## src/rtl/seg_pkg.sv

```systemverilog
// Shared constants for seven-segment display blocks: blank pattern, hex
// segment table and the counter/anode width rules.
package seg_pkg;

    // Active-low segment pattern with every segment (and dp) dark.
    localparam logic [7:0] SEG_BLANK = 8'hFF;

    // Widest display any scanner drives. The top slices AN_OFF_ALL down to
    // its own digit count so "all anodes off" always matches the port width.
    localparam int unsigned MAX_DIGITS = 8;
    localparam logic [MAX_DIGITS-1:0] AN_OFF_ALL = '1;

    // Active-low {dp,g,f,e,d,c,b,a} for nibbles 0..F, dp bit held at 1.
    // Entry 15 is listed first because packed concatenation is MSB-first.
    localparam logic [15:0][7:0] HEX_SEG = {
        8'h8E, 8'h86, 8'hA1, 8'hC6, 8'h83, 8'h88, 8'h90, 8'h80,
        8'hF8, 8'h82, 8'h92, 8'h99, 8'hB0, 8'hA4, 8'hF9, 8'hC0
    };

    // Counter width for a modulus, never narrower than one bit.
    function automatic int unsigned cnt_w(input int unsigned modulus);
        return (modulus > 1) ? $clog2(modulus) : 1;
    endfunction

endpackage

```

## src/rtl/seg_hex_decode.sv

```systemverilog
// Combinational nibble to active-low seven-segment decode (g..a), full 0-F.
module seg_hex_decode
    import seg_pkg::*;
(
    input  logic [3:0] nibble_i,
    output logic [6:0] seg_o
);

    // Table lookup; the dp bit is left to the caller.
    always_comb begin
        seg_o = HEX_SEG[nibble_i][6:0];
    end

endmodule

```

## src/rtl/seven_seg_scanner.sv

```systemverilog
// Multiplexed N-digit common-anode seven-segment scanner: refresh counter,
// anode rotation, blink timing and a per-slot ghosting guard. an and segment
// are registered from the same state so they always switch together.
module seven_seg_scanner
    import seg_pkg::*;
#(
    parameter int unsigned NUM_DIGITS   = 4,
    parameter int unsigned REFRESH_DIV  = 100000,
    parameter int unsigned GUARD_CYCLES = 2,
    parameter int unsigned BLINK_DIV    = 25000000
) (
    input  logic                      clk,
    input  logic                      rst_n,
    input  logic                      en,
    input  logic [4*NUM_DIGITS-1:0]   digits,
    input  logic [NUM_DIGITS-1:0]     dp,
    input  logic [NUM_DIGITS-1:0]     blink_mask,
    input  logic [NUM_DIGITS-1:0]     blank_mask,
    output logic [NUM_DIGITS-1:0]     an,
    output logic [7:0]                segment,
    output logic                      frame_tick
);

    localparam int unsigned REF_W = cnt_w(REFRESH_DIV);
    localparam int unsigned IDX_W = cnt_w(NUM_DIGITS);
    localparam int unsigned BLK_W = cnt_w(BLINK_DIV);

    localparam logic [REF_W-1:0] REF_LAST = REF_W'(REFRESH_DIV - 1);
    localparam logic [IDX_W-1:0] IDX_LAST = IDX_W'(NUM_DIGITS - 1);
    localparam logic [BLK_W-1:0] BLK_LAST = BLK_W'(BLINK_DIV - 1);

    localparam logic [NUM_DIGITS-1:0] AN_OFF = AN_OFF_ALL[NUM_DIGITS-1:0];

    logic [REF_W-1:0]      ref_cnt_q, ref_cnt_d;
    logic [IDX_W-1:0]      idx_q, idx_d;
    logic [BLK_W-1:0]      blink_cnt_q, blink_cnt_d;
    logic                  blink_ph_q, blink_ph_d;
    logic [NUM_DIGITS-1:0] an_q, an_d;
    logic [7:0]            seg_q, seg_d;
    logic                  frame_tick_q, frame_tick_d;

    logic [3:0]            cur_nib;
    logic [6:0]            cur_hex;
    logic                  in_guard;
    logic                  ref_wrap;

    assign cur_nib = digits[int'(idx_q)*4 +: 4];

    seg_hex_decode u_hex (
        .nibble_i (cur_nib),
        .seg_o    (cur_hex)
    );

    // Slot timing and output pattern derived from the current registered state.
    always_comb begin
        ref_wrap     = (ref_cnt_q == REF_LAST);
        in_guard     = (32'(ref_cnt_q) < GUARD_CYCLES);

        ref_cnt_d    = ref_wrap ? '0 : ref_cnt_q + 1'b1;
        idx_d        = idx_q;
        if (ref_wrap) begin
            idx_d = (idx_q == IDX_LAST) ? '0 : idx_q + 1'b1;
        end

        blink_cnt_d  = (blink_cnt_q == BLK_LAST) ? '0 : blink_cnt_q + 1'b1;
        blink_ph_d   = (blink_cnt_q == BLK_LAST) ? ~blink_ph_q : blink_ph_q;

        frame_tick_d = ref_wrap && (idx_q == IDX_LAST);

        an_d  = AN_OFF;
        seg_d = SEG_BLANK;
        if (!in_guard) begin
            // blank_mask drops the anode too; blink only darkens the segments
            // so the slot keeps its on-time and brightness stays uniform.
            if (!blank_mask[idx_q]) begin
                an_d[idx_q] = 1'b0;
                if (!(blink_mask[idx_q] && blink_ph_q)) begin
                    seg_d = {~dp[idx_q], cur_hex};
                end
            end
        end

        // Disabled: everything returns to its reset value on this edge.
        if (!en) begin
            ref_cnt_d    = '0;
            idx_d        = '0;
            blink_cnt_d  = '0;
            blink_ph_d   = 1'b0;
            frame_tick_d = 1'b0;
            an_d         = AN_OFF;
            seg_d        = SEG_BLANK;
        end
    end

    // State and output registers; reset blanks the display immediately.
    always_ff @(posedge clk or negedge rst_n) begin
        if (!rst_n) begin
            ref_cnt_q    <= '0;
            idx_q        <= '0;
            blink_cnt_q  <= '0;
            blink_ph_q   <= 1'b0;
            an_q         <= AN_OFF;
            seg_q        <= SEG_BLANK;
            frame_tick_q <= 1'b0;
        end else begin
            ref_cnt_q    <= ref_cnt_d;
            idx_q        <= idx_d;
            blink_cnt_q  <= blink_cnt_d;
            blink_ph_q   <= blink_ph_d;
            an_q         <= an_d;
            seg_q        <= seg_d;
            frame_tick_q <= frame_tick_d;
        end
    end

    assign an         = an_q;
    assign segment    = seg_q;
    assign frame_tick = frame_tick_q;

endmodule
```

## config.mk

```make
export PLATFORM = sky130hd
export DESIGN_NAME = seven_seg_scanner
export DESIGN_NICKNAME = d
export VERILOG_FILES = /design/src/rtl/seg_pkg.sv /design/src/rtl/seg_hex_decode.sv /design/src/rtl/seven_seg_scanner.sv
export SDC_FILE = /design/constraint.sdc
export NUM_CORES = 1
export LEC_CHECK = 0
export CORE_MARGIN = 1
export CORE_UTILIZATION = 45
export CTS_CLUSTER_SIZE = 12
export DETAILED_ROUTE_END_ITERATION = 7
export GPL_ROUTABILITY_DRIVEN = 0
export HOLD_SLACK_MARGIN = 0.15
export PLACE_DENSITY = 0.76
export SYNTH_ARGS = -nofsm -noshare
export SYNTH_HDL_FRONTEND = slang
export SYNTH_HIERARCHICAL = 1
export SYNTH_SLANG_ARGS = --single-unit
```

## constraint.sdc

```tcl
create_clock -name clk -period 2.7 [get_ports clk]
set_input_delay 0.405 -clock clk [delete_from_list [all_inputs] [get_ports clk]]
set_output_delay 0.405 -clock clk [all_outputs]
set_load 0.1 [all_outputs]
```

==> metrics.yaml, run 1 <==
status: "finished clean"
syn_nets: 361
postRouteAntennaNets: 0
fin_setup_tns_ns: 0
hold_path.startpoint: "blink_cnt_q[0]"
cts-root-buf: "clkbuf_8"
slew_headroom_pct: 56.68
synth_area_leaders: "dfrtp_1 (35%), dfstp_2 (9.7%), ha_1 (5.0%)"
synth_top_cell_by_area: "dfrtp_1"
routed_via_density: 5.447
hp-class: "register to register"
ys_seq_area_share_pct: 45.15
drc: 0
tightest_slew_ns: 0.6498
dr_total_vias: 2533
yosys-top-cells-count: "dfrtp_1 (46), nor2_1 (34), nand2_1 (25), nand3_1 (18), xor2_1 (14)"
syn_avg_cell_area_sq_um: 10.25
clkTransAtPathRegs_ns: 0.06
routed_wl_mm: 6.635
maxSlewViolCount: 0
initial_utilization_pct: 47.29
cts_sinks: 58
yosysMostFrequentCell: "dfrtp_1"
cts_max_level: 3
fmax_mhz: 437.3
rsz0062_at_grt: "no"
num_antenna_cells: 0
detail_route.wl_per_cell_um: 14.27
boundaryPins: 44
reg2reg_from: "idx_q[0]"
place_hpwl_mm: 4.828
worstHoldPathCells: 1
final.min_clock_period_ns: 2.287
leakage_nw: 1.593
pwr_density_cell_nw_per_um2: 480.3
overflow: 0
synth_edf_count: 0
yosys.area.top_type_share_pct: 35.44
clk_latency_ns: 0.33
total_power_mw: 1.886
coreArea_sq_um: 6869
skew_ns: 0.01031
areaGrowthSynthToFinish_pct: 20.92
nets: 408
grt.total_usage_pct: 19.78
cap_violations: 0
ys_types: 51
dieWidth_um: 86.96
syn_area_sq_um: 3248
cts_tree: "built"
hold_viol: 0
synth_flop_cell: "dfrtp_1"
drt_first_pass_iters: 4
rows: 30
final_layout_size_suffix_gt1_share_pct: 17.07
crit_path_start_kind: "register"
syn_inst: 317
ys_async_sr_fraction_pct: 100.0
yosysWarnings: 6
ys_ff_latch: 58
r2r_cells: 6
r2r_end: "segment[0]"
die_area_sq_um: 7562
portBuffers: 43
worstPathMaxFanout: 9
worstSetupStartpoint: "idx_q[0]"
arrival_ns: 2.54
clockBufferDepth: 2
drt-initial-drc-count: 87
peakVddDrop_mv: 0.2491
cts_setup_buffers: 0
r2r_slack_ns: 0.41
grt_pass1_vias: 2562
crit_path_end: "segment[0]"
grt_first_pass_wirelength_mm: 11.66
fin_crit_sh_pct: 84.70
setup_viol: 0
cts_made_buffers: 9
end_kind: "register"
worstPathRequired_ns: 2.95
critical_path_class: "register to register"
die_y_um: 86.96
antenna_found_initial: 0
grt_max_degree: 31
worst min-delay path by stage:
stage                           to  slack, ns
finish              blink_cnt_q[0]       0.46
global route        blink_cnt_q[0]       0.47
detailed placement  blink_cnt_q[0]       0.45
floorplan           blink_cnt_q[0]       0.11
global placement    blink_cnt_q[0]       0.44
CTS                 blink_cnt_q[0]       0.46
cell families after synthesis:
logic type	count (synthesis)	share of synthesized area, %
DFF	58	45.15
muxes	11	5.778
adders and majority gates	13	5.008
AOI/OAI and AO/OA	42	8.899
xor gates and xnor gates	27	7.281
buffers and inverters	22	3.582
and+or+nand+nor	144	24.31
what timing repair did:
item / CTS / global route
endpoints found under the hold margin: 25 / 0
hold buffers: 1 / 0
resized for setup: 0 / 0
registers in the layout, indices dropped and copies added (netlist names):
register and count:
blink_cnt_q 25, ref_cnt_q 17, segment 8, an 4
idx_q 2, blink_ph_q 1, frame_tick 1
cell usage in the layout, fill, tap and decap left out, types with 8 or more instances in the layout:
| master | count |
|---|---|
| xnor2_1 | 13 |
| or3_1 | 12 |
| buf_4 | 18 |
| clkbuf_8 | 11 |
| ha_1 | 13 |
| nand4_1 | 12 |
| nand3_1 | 18 |
| and4_1 | 8 |
| nand2_1 | 25 |
| dfrtp_1 | 46 |
| clkdlybuf4s50_1 | 29 |
| nor2_1 | 34 |
| inv_1 | 8 |
| xor2_1 | 14 |
| a21oi_1 | 12 |
| dfstp_2 | 12 |
final cells by class:
cell class | count | area [sq um]
Clock buffer | 13 | 158.9
Clock inverter | 3 | 40.04
Fill cell | 617 | 2942
Inverter | 9 | 36.28
Multi-Input combinational cell | 237 | 1665
Sequential cell | 58 | 1466
Tap cell | 96 | 120.1
Timing Repair Buffer | 49 | 440.4
worst max-delay path, cell delays in order (launching register included):
cell	delay [ns]
dfrtp_1	0.57
mux4_2	0.63
ha_1	0.24
or2b_1	0.24
o211ai_1	0.09
o21ai_1	0.08
or3_1	0.36
where the power goes:
part	internal, mW	switching (mW)	total (mW)	leakage, nW
Sequential	0.886	0.00832	0.895	0.764
Clock	0.474	0.322	0.796	0.103
Combinational	0.0818	0.114	0.196	0.726
metrics by stage:
stage	std cells	worst slack [ns]	instance area [sq um]	hold slack (ns)	utilization (%)
5_1_grt	465	0.2661	3928	0.4722	57.18
6_report	465	0.4132	3928	0.4555	57.18
3_5_place_dp	448	0.2679	3719	0.4521	54.13
2_1_floorplan	317	0.4844	3248	0.1094	-
4_1_cts	465	0.4051	3928	0.4602	57.18
3_3_place_gp	448	0.2885	3719	0.4384	54.13
metal layers:
| layer | global-route usage, % | routed length [um] |
|---|---|---|
| met5 | 0 | 0 |
| met4 | 6.364 | 55 |
| met3 | 5.972 | 214 |
| met2 | 34.79 | 3419 |
| met1 | 23.01 | 2945 |
Power figures use the tool's default switching activity.
==> run 2, diff against run 1 <==
==> constraint.sdc (replaced) <==
create_clock -name clk -period 2.4 [get_ports clk]
set_input_delay 0.36 -clock clk [delete_from_list [all_inputs] [get_ports clk]]
set_output_delay 0.36 -clock clk [all_outputs]
set_load 0.1 [all_outputs]
==> run 2 against run 1 <==
Count of clock-buffer cells in the layout shrank 2. Final cell count increased by 1.3%. Die area unchanged. Clock skew decreased by 0.0023 ns. Critical endpoint is now segment[3]. Largest power group unchanged. Critical path type unchanged. Critical path depth did not move. Sequential share of layout area decreased by 0.61 points. Routed wire length is 1.6% higher. Clock power is 25% higher. Via count up 0.20%.
==> metrics.yaml, run 2 (synthesized netlist as in run 1, its figures left out) <==
cts_tree: "built"
areaGrowthSynthToFinish_pct: 22.92
grt_first_pass_wirelength_mm: 11.50
placed_area_sq_um: 3764
pwr_density_cell_nw_per_um2: 558.1
stdcell_area_sq_um: 3993
final_util_pct: 58.12
arrival_ns: 2.44
end_kind: "register"
dp.cells: 454
cts_sinks: 58
max_stage_delay_ns: 0.60
clk_latency_ns: 0.34
critical_path_class: "register to register"
grt_max_degree: 24
clockBufferDepth: 2
cts-root-buf: "clkbuf_8"
setup_viol: 0
cts_setup_buffers: 0
final.min_clock_period_ns: 2.185
ctsResizeCount: 0
routed_via_density: 5.389
detail_route.wl_per_cell_um: 14.31
drc: 0
dr_total_vias: 2538
holdWs_ns: 0.4495
initial_utilization_pct: 47.29
postRouteAntennaNets: 0
rsz0062_at_grt: "no"
hold_viol: 0
worstPathMaxFanout: 5
maxSlewViolCount: 0
antenna_found_initial: 0
worstSetupStartpoint: "idx_q[0]"
routed_wl_mm: 6.739
drt-initial-drc-count: 89
n_fill_cell: 600
cts_made_buffers: 9
total_power_mw: 2.228
final_cell_mix: "dfrtp_1 (46), nor2_1 (34), clkdlybuf4s50_1 (29), nand2_1 (25), buf_4 (24)"
drt_first_pass_iters: 4
die_area_sq_um: 7562
fmax_mhz: 457.7
portBuffers: 43
layout_setup_ws_ns: 0.2149
hold_buffers: 1
num_antenna_cells: 0
final_layout_size_suffix_gt1_share_pct: 18.67
skew_ns: 0.008019
overflow: 0
crit_chain: "mux4_2 -> ha_1 -> or2_1 -> a21oi_1 -> a31oi_1 -> or3_1"
fin_crit_sh_pct: 91.04
boundaryPins: 44
dieWidth_um: 86.96
cap_violations: 0
clkTransAtPathRegs_ns: 0.06
cts_max_level: 3
peakVddDrop_mv: 0.2867
grt.total_usage_pct: 19.78
r2r_cells: 6
stdcell_count: 471
layout_commonest_cell: "dfrtp_1"
die_y_um: 86.96
crit_path_start_kind: "register"
nets: 414
fin_setup_tns_ns: 0
crit_path_top_delay_cell: "mux4_2"
largest_reg_flops: 25
status: "finished clean"
regMostFlops: "blink_cnt_q"
hp-class: "register to register"
post-place-ws_ns: -0.006734
rows: 30
worstPathRequired_ns: 2.66
hold_path.startpoint: "blink_cnt_q[0]"
grt_pass1_vias: 2460
slew_headroom_pct: 61.67
worstHoldPathCells: 1
place_hpwl_mm: 5.016
tightest_slew_ns: 0.5740
reg2reg_from: "idx_q[0]"
coreArea_sq_um: 6869
leakage_nw: 1.630
-- run 2: cell count changes in the layout (fill, tap and decap cells not counted), sizes merged --
cell | before | now
bufinv | 1 | 2
clkinvlp | 0 | 1
clkbuf | 13 | 11
buf | 19 | 25
-- run 2: routing by layer --
| metal | routed length, um | GRT usage, % | part of all wire, % |
|---|---|---|---|
| met2 | 3336 | 33.14 | 50 |
| met1 | 3075 | 24.79 | 46 |
| met5 | 0 | 0 | 0 |
| met4 | 139 | 8.939 | 2.1 |
| met3 | 188 | 3.791 | 2.8 |
-- run 2: worst max-delay path: cells and delay by family (launching register included) --
| kind | cells | cell delay [ns] |
|---|---|---|
| and+or+nand+nor | 2 | 0.60 |
| adders and majority gates | 1 | 0.23 |
| AOI/OAI and AO/OA | 2 | 0.20 |
| muxes | 1 | 0.60 |
| DFF | 1 | 0.48 |
-- run 2: final timing paths --
check | slack [ns] | end
min | 0.45 | blink_cnt_q[0]
min reg2reg | 0.45 | blink_cnt_q[0]
max in group asynchronous | 1.19 | blink_cnt_q[9]
max reg2reg | 0.21 | segment[3]
max | 0.21 | segment[3]
min in group asynchronous | 0.52 | blink_cnt_q[15]
-- run 2: area by class of cell --
type	instances	area [sq um]	area share (%)
inverters	9	36.28	0.9088
well taps	96	120.1	3.008
clock buffers	11	141.4	3.541
flip-flops and latches	58	1466	36.73
multi-input cells	237	1665	41.71
clock inverters	5	77.57	1.943
repair buffers	55	485.5	12.16
-- run 2: power by group --
group / total [mW] / switching, mW / internal, mW
Clock: 0.995 / 0.386 / 0.609
Sequential: 1.01 / 0.00972 / 0.997
Combinational: 0.227 / 0.131 / 0.0955
==> run 3, diff against run 2 <==
--- a/config.mk
+++ b/config.mk
@@ -6,12 +6,13 @@
 export NUM_CORES = 1
 export LEC_CHECK = 0
 export CORE_MARGIN = 1
-export CORE_UTILIZATION = 45
+export CORE_UTILIZATION = 35
 export CTS_CLUSTER_SIZE = 12
 export DETAILED_ROUTE_END_ITERATION = 7
 export GPL_ROUTABILITY_DRIVEN = 0
 export HOLD_SLACK_MARGIN = 0.15
-export PLACE_DENSITY = 0.76
+export PLACE_DENSITY = 0.64
+export SLEW_MARGIN = 20
 export SYNTH_ARGS = -nofsm -noshare
 export SYNTH_HDL_FRONTEND = slang
 export SYNTH_HIERARCHICAL = 1
==> run 3 against run 2 <==
The flow now finishes with violations (design-rule violations). Sequential cell count unchanged. Total power down 3.7%. Sequential power about the same. Worst hold slack better by 0.0068 ns. Routed wire length down 0.52%. Die area up 28%. Critical path type unchanged. Critical endpoint is now segment[0]. Largest cell class unchanged. Largest power group unchanged.
==> metrics.yaml, run 3 (synthesized netlist as in run 1, its figures left out) <==
routed_via_density: 5.216
busiest_layer: "met2"
grt_pass1_vias: 2518
grt_max_degree: 28
hp-class: "input pin to asynchronous set/reset pin"
portBuffers: 43
largest_reg_flops: 25
skew_ns: 0.007084
nets: 412
final_layout_size_suffix_gt1_share_pct: 18.50
critical_path_class: "register to register"
grt_first_pass_wirelength_mm: 11.97
rsz0062_at_grt: "no"
crit_path_end: "segment[0]"
rows: 34
slew_headroom_pct: 64.16
reg2reg_from: "idx_q[0]"
areaGrowthSynthToFinish_pct: 22.46
clkTransAtPathRegs_ns: 0.07
die_y_um: 98.34
final.min_clock_period_ns: 2.219
grtUsageMet1_pct: 18.76
crit_path_start_kind: "register"
crit_path_top_delay_cell: "mux4_2"
detail_route.wl_per_cell_um: 13.94
r2r_slack_ns: 0.18
arrival_ns: 2.47
fmax_mhz: 450.6
layout_commonest_cell: "dfrtp_1"
end_kind: "register"
overflow: 0
coreArea_sq_um: 8848
dieWidth_um: 98.34
maxSlewViolCount: 0
grt.total_usage_pct: 15.42
initial_utilization_pct: 36.71
cts_tree: "built"
final_cell_mix: "dfrtp_1 (46), nor2_1 (34), clkdlybuf4s50_1 (29), nand2_1 (25), buf_4 (22)"
cp.buffers_inverters: 0
post-place-ws_ns: 0.005727
cts-root-buf: "clkbuf_8"
drt_first_pass_iters: 6
r2r_cells: 6
postRouteAntennaNets: 0
worst-path-stages: 6
cts_made_buffers: 9
worstPathMaxFanout: 6
clockBufferDepth: 2
antenna_found_initial: 0
routed_wl_mm: 6.704
drt-initial-drc-count: 87
failed_checks: "design-rule violations"
cts_setup_buffers: 0
max_stage_delay_ns: 0.60
regMostFlops: "blink_cnt_q"
layout_setup_ws_ns: 0.1806
drc: 3
die_area_sq_um: 9670
clk_latency_ns: 0.33
place_hpwl_mm: 5.028
status: "finished, violations left"
cts_sinks: 58
fin_crit_sh_pct: 92.47
grt_use_met2_pct: 26.76
tightest_slew_ns: 0.5367
peakVddDrop_mv: 0.3771
crit_chain: "mux4_2 -> ha_1 -> or2b_1 -> o211ai_1 -> o21ai_1 -> or3_1"
setup_viol: 0
worstPathRequired_ns: 2.65
leakage_nw: 1.615
r2r_end: "segment[0]"
hold_viol: 0
dr_total_vias: 2509
num_antenna_cells: 0
grt_use_met3_pct: 4.366
cts_max_level: 3
fin_setup_tns_ns: 0
cap_violations: 0
pwr_density_cell_nw_per_um2: 539.2
cp_top_family: "simple AND/OR/NAND/NOR gates"
worstSetupStartpoint: "idx_q[0]"
boundaryPins: 44
==> run 3: through the flow <==
| stage | area (sq um) | util (%) | hold WS (ns) | power [mW] | instances |
|---|---|---|---|---|---|
| after floorplan | 3248 | - | 0.06441 | 1.150 | 317 |
| after global placement | 3764 | 42.53 | 0.2891 | 1.247 | 464 |
| after detailed placement | 3764 | 42.53 | 0.2870 | 1.250 | 464 |
| after CTS | 3978 | 44.95 | 0.4576 | 2.176 | 481 |
| after global routing | 3978 | 44.95 | 0.4735 | 2.248 | 481 |
| final | 3978 | 44.95 | 0.4563 | 2.145 | 481 |
==> run 3: metal layers <==
metal  up-vias  routed length [um]
met5         -                   0
met1      1227                2965
met3         7                 183
li1       1247                   -
met4         0                  64
met2        28                3490
==> run 3: worst min-delay path by stage <==
stage	start	end	slack, ns
6_report	rst_n	ref_cnt_q[13]	0.46
4_1_cts	rst_n	ref_cnt_q[13]	0.46
3_3_place_gp	rst_n	ref_cnt_q[5]	0.29
2_1_floorplan	rst_n	blink_cnt_q[0]	0.06
3_5_place_dp	rst_n	ref_cnt_q[5]	0.29
5_1_grt	rst_n	ref_cnt_q[5]	0.47
==> run 3: power breakdown <==
| part | switching (mW) | internal, mW |
|---|---|---|
| Sequential | 0.00986 | 0.997 |
| Clock | 0.384 | 0.530 |
| Combinational | 0.129 | 0.0951 |
==> run 3: area by class of cell <==
| type | instances | area [sq um] |
|---|---|---|
| well taps | 108 | 135.1 |
| flip-flops and latches | 58 | 1466 |
| clock buffers | 11 | 151.4 |
| clock inverters | 5 | 52.55 |
| fillers | 846 | 4871 |
| repair buffers | 53 | 470.5 |
| inverters | 9 | 36.28 |
| multi-input cells | 237 | 1665 |
==> run 3: timing repair <==
item                                   CTS  global route
endpoints found under the hold margin   12             0
hold buffers                             1             0
resized for setup                        0             0
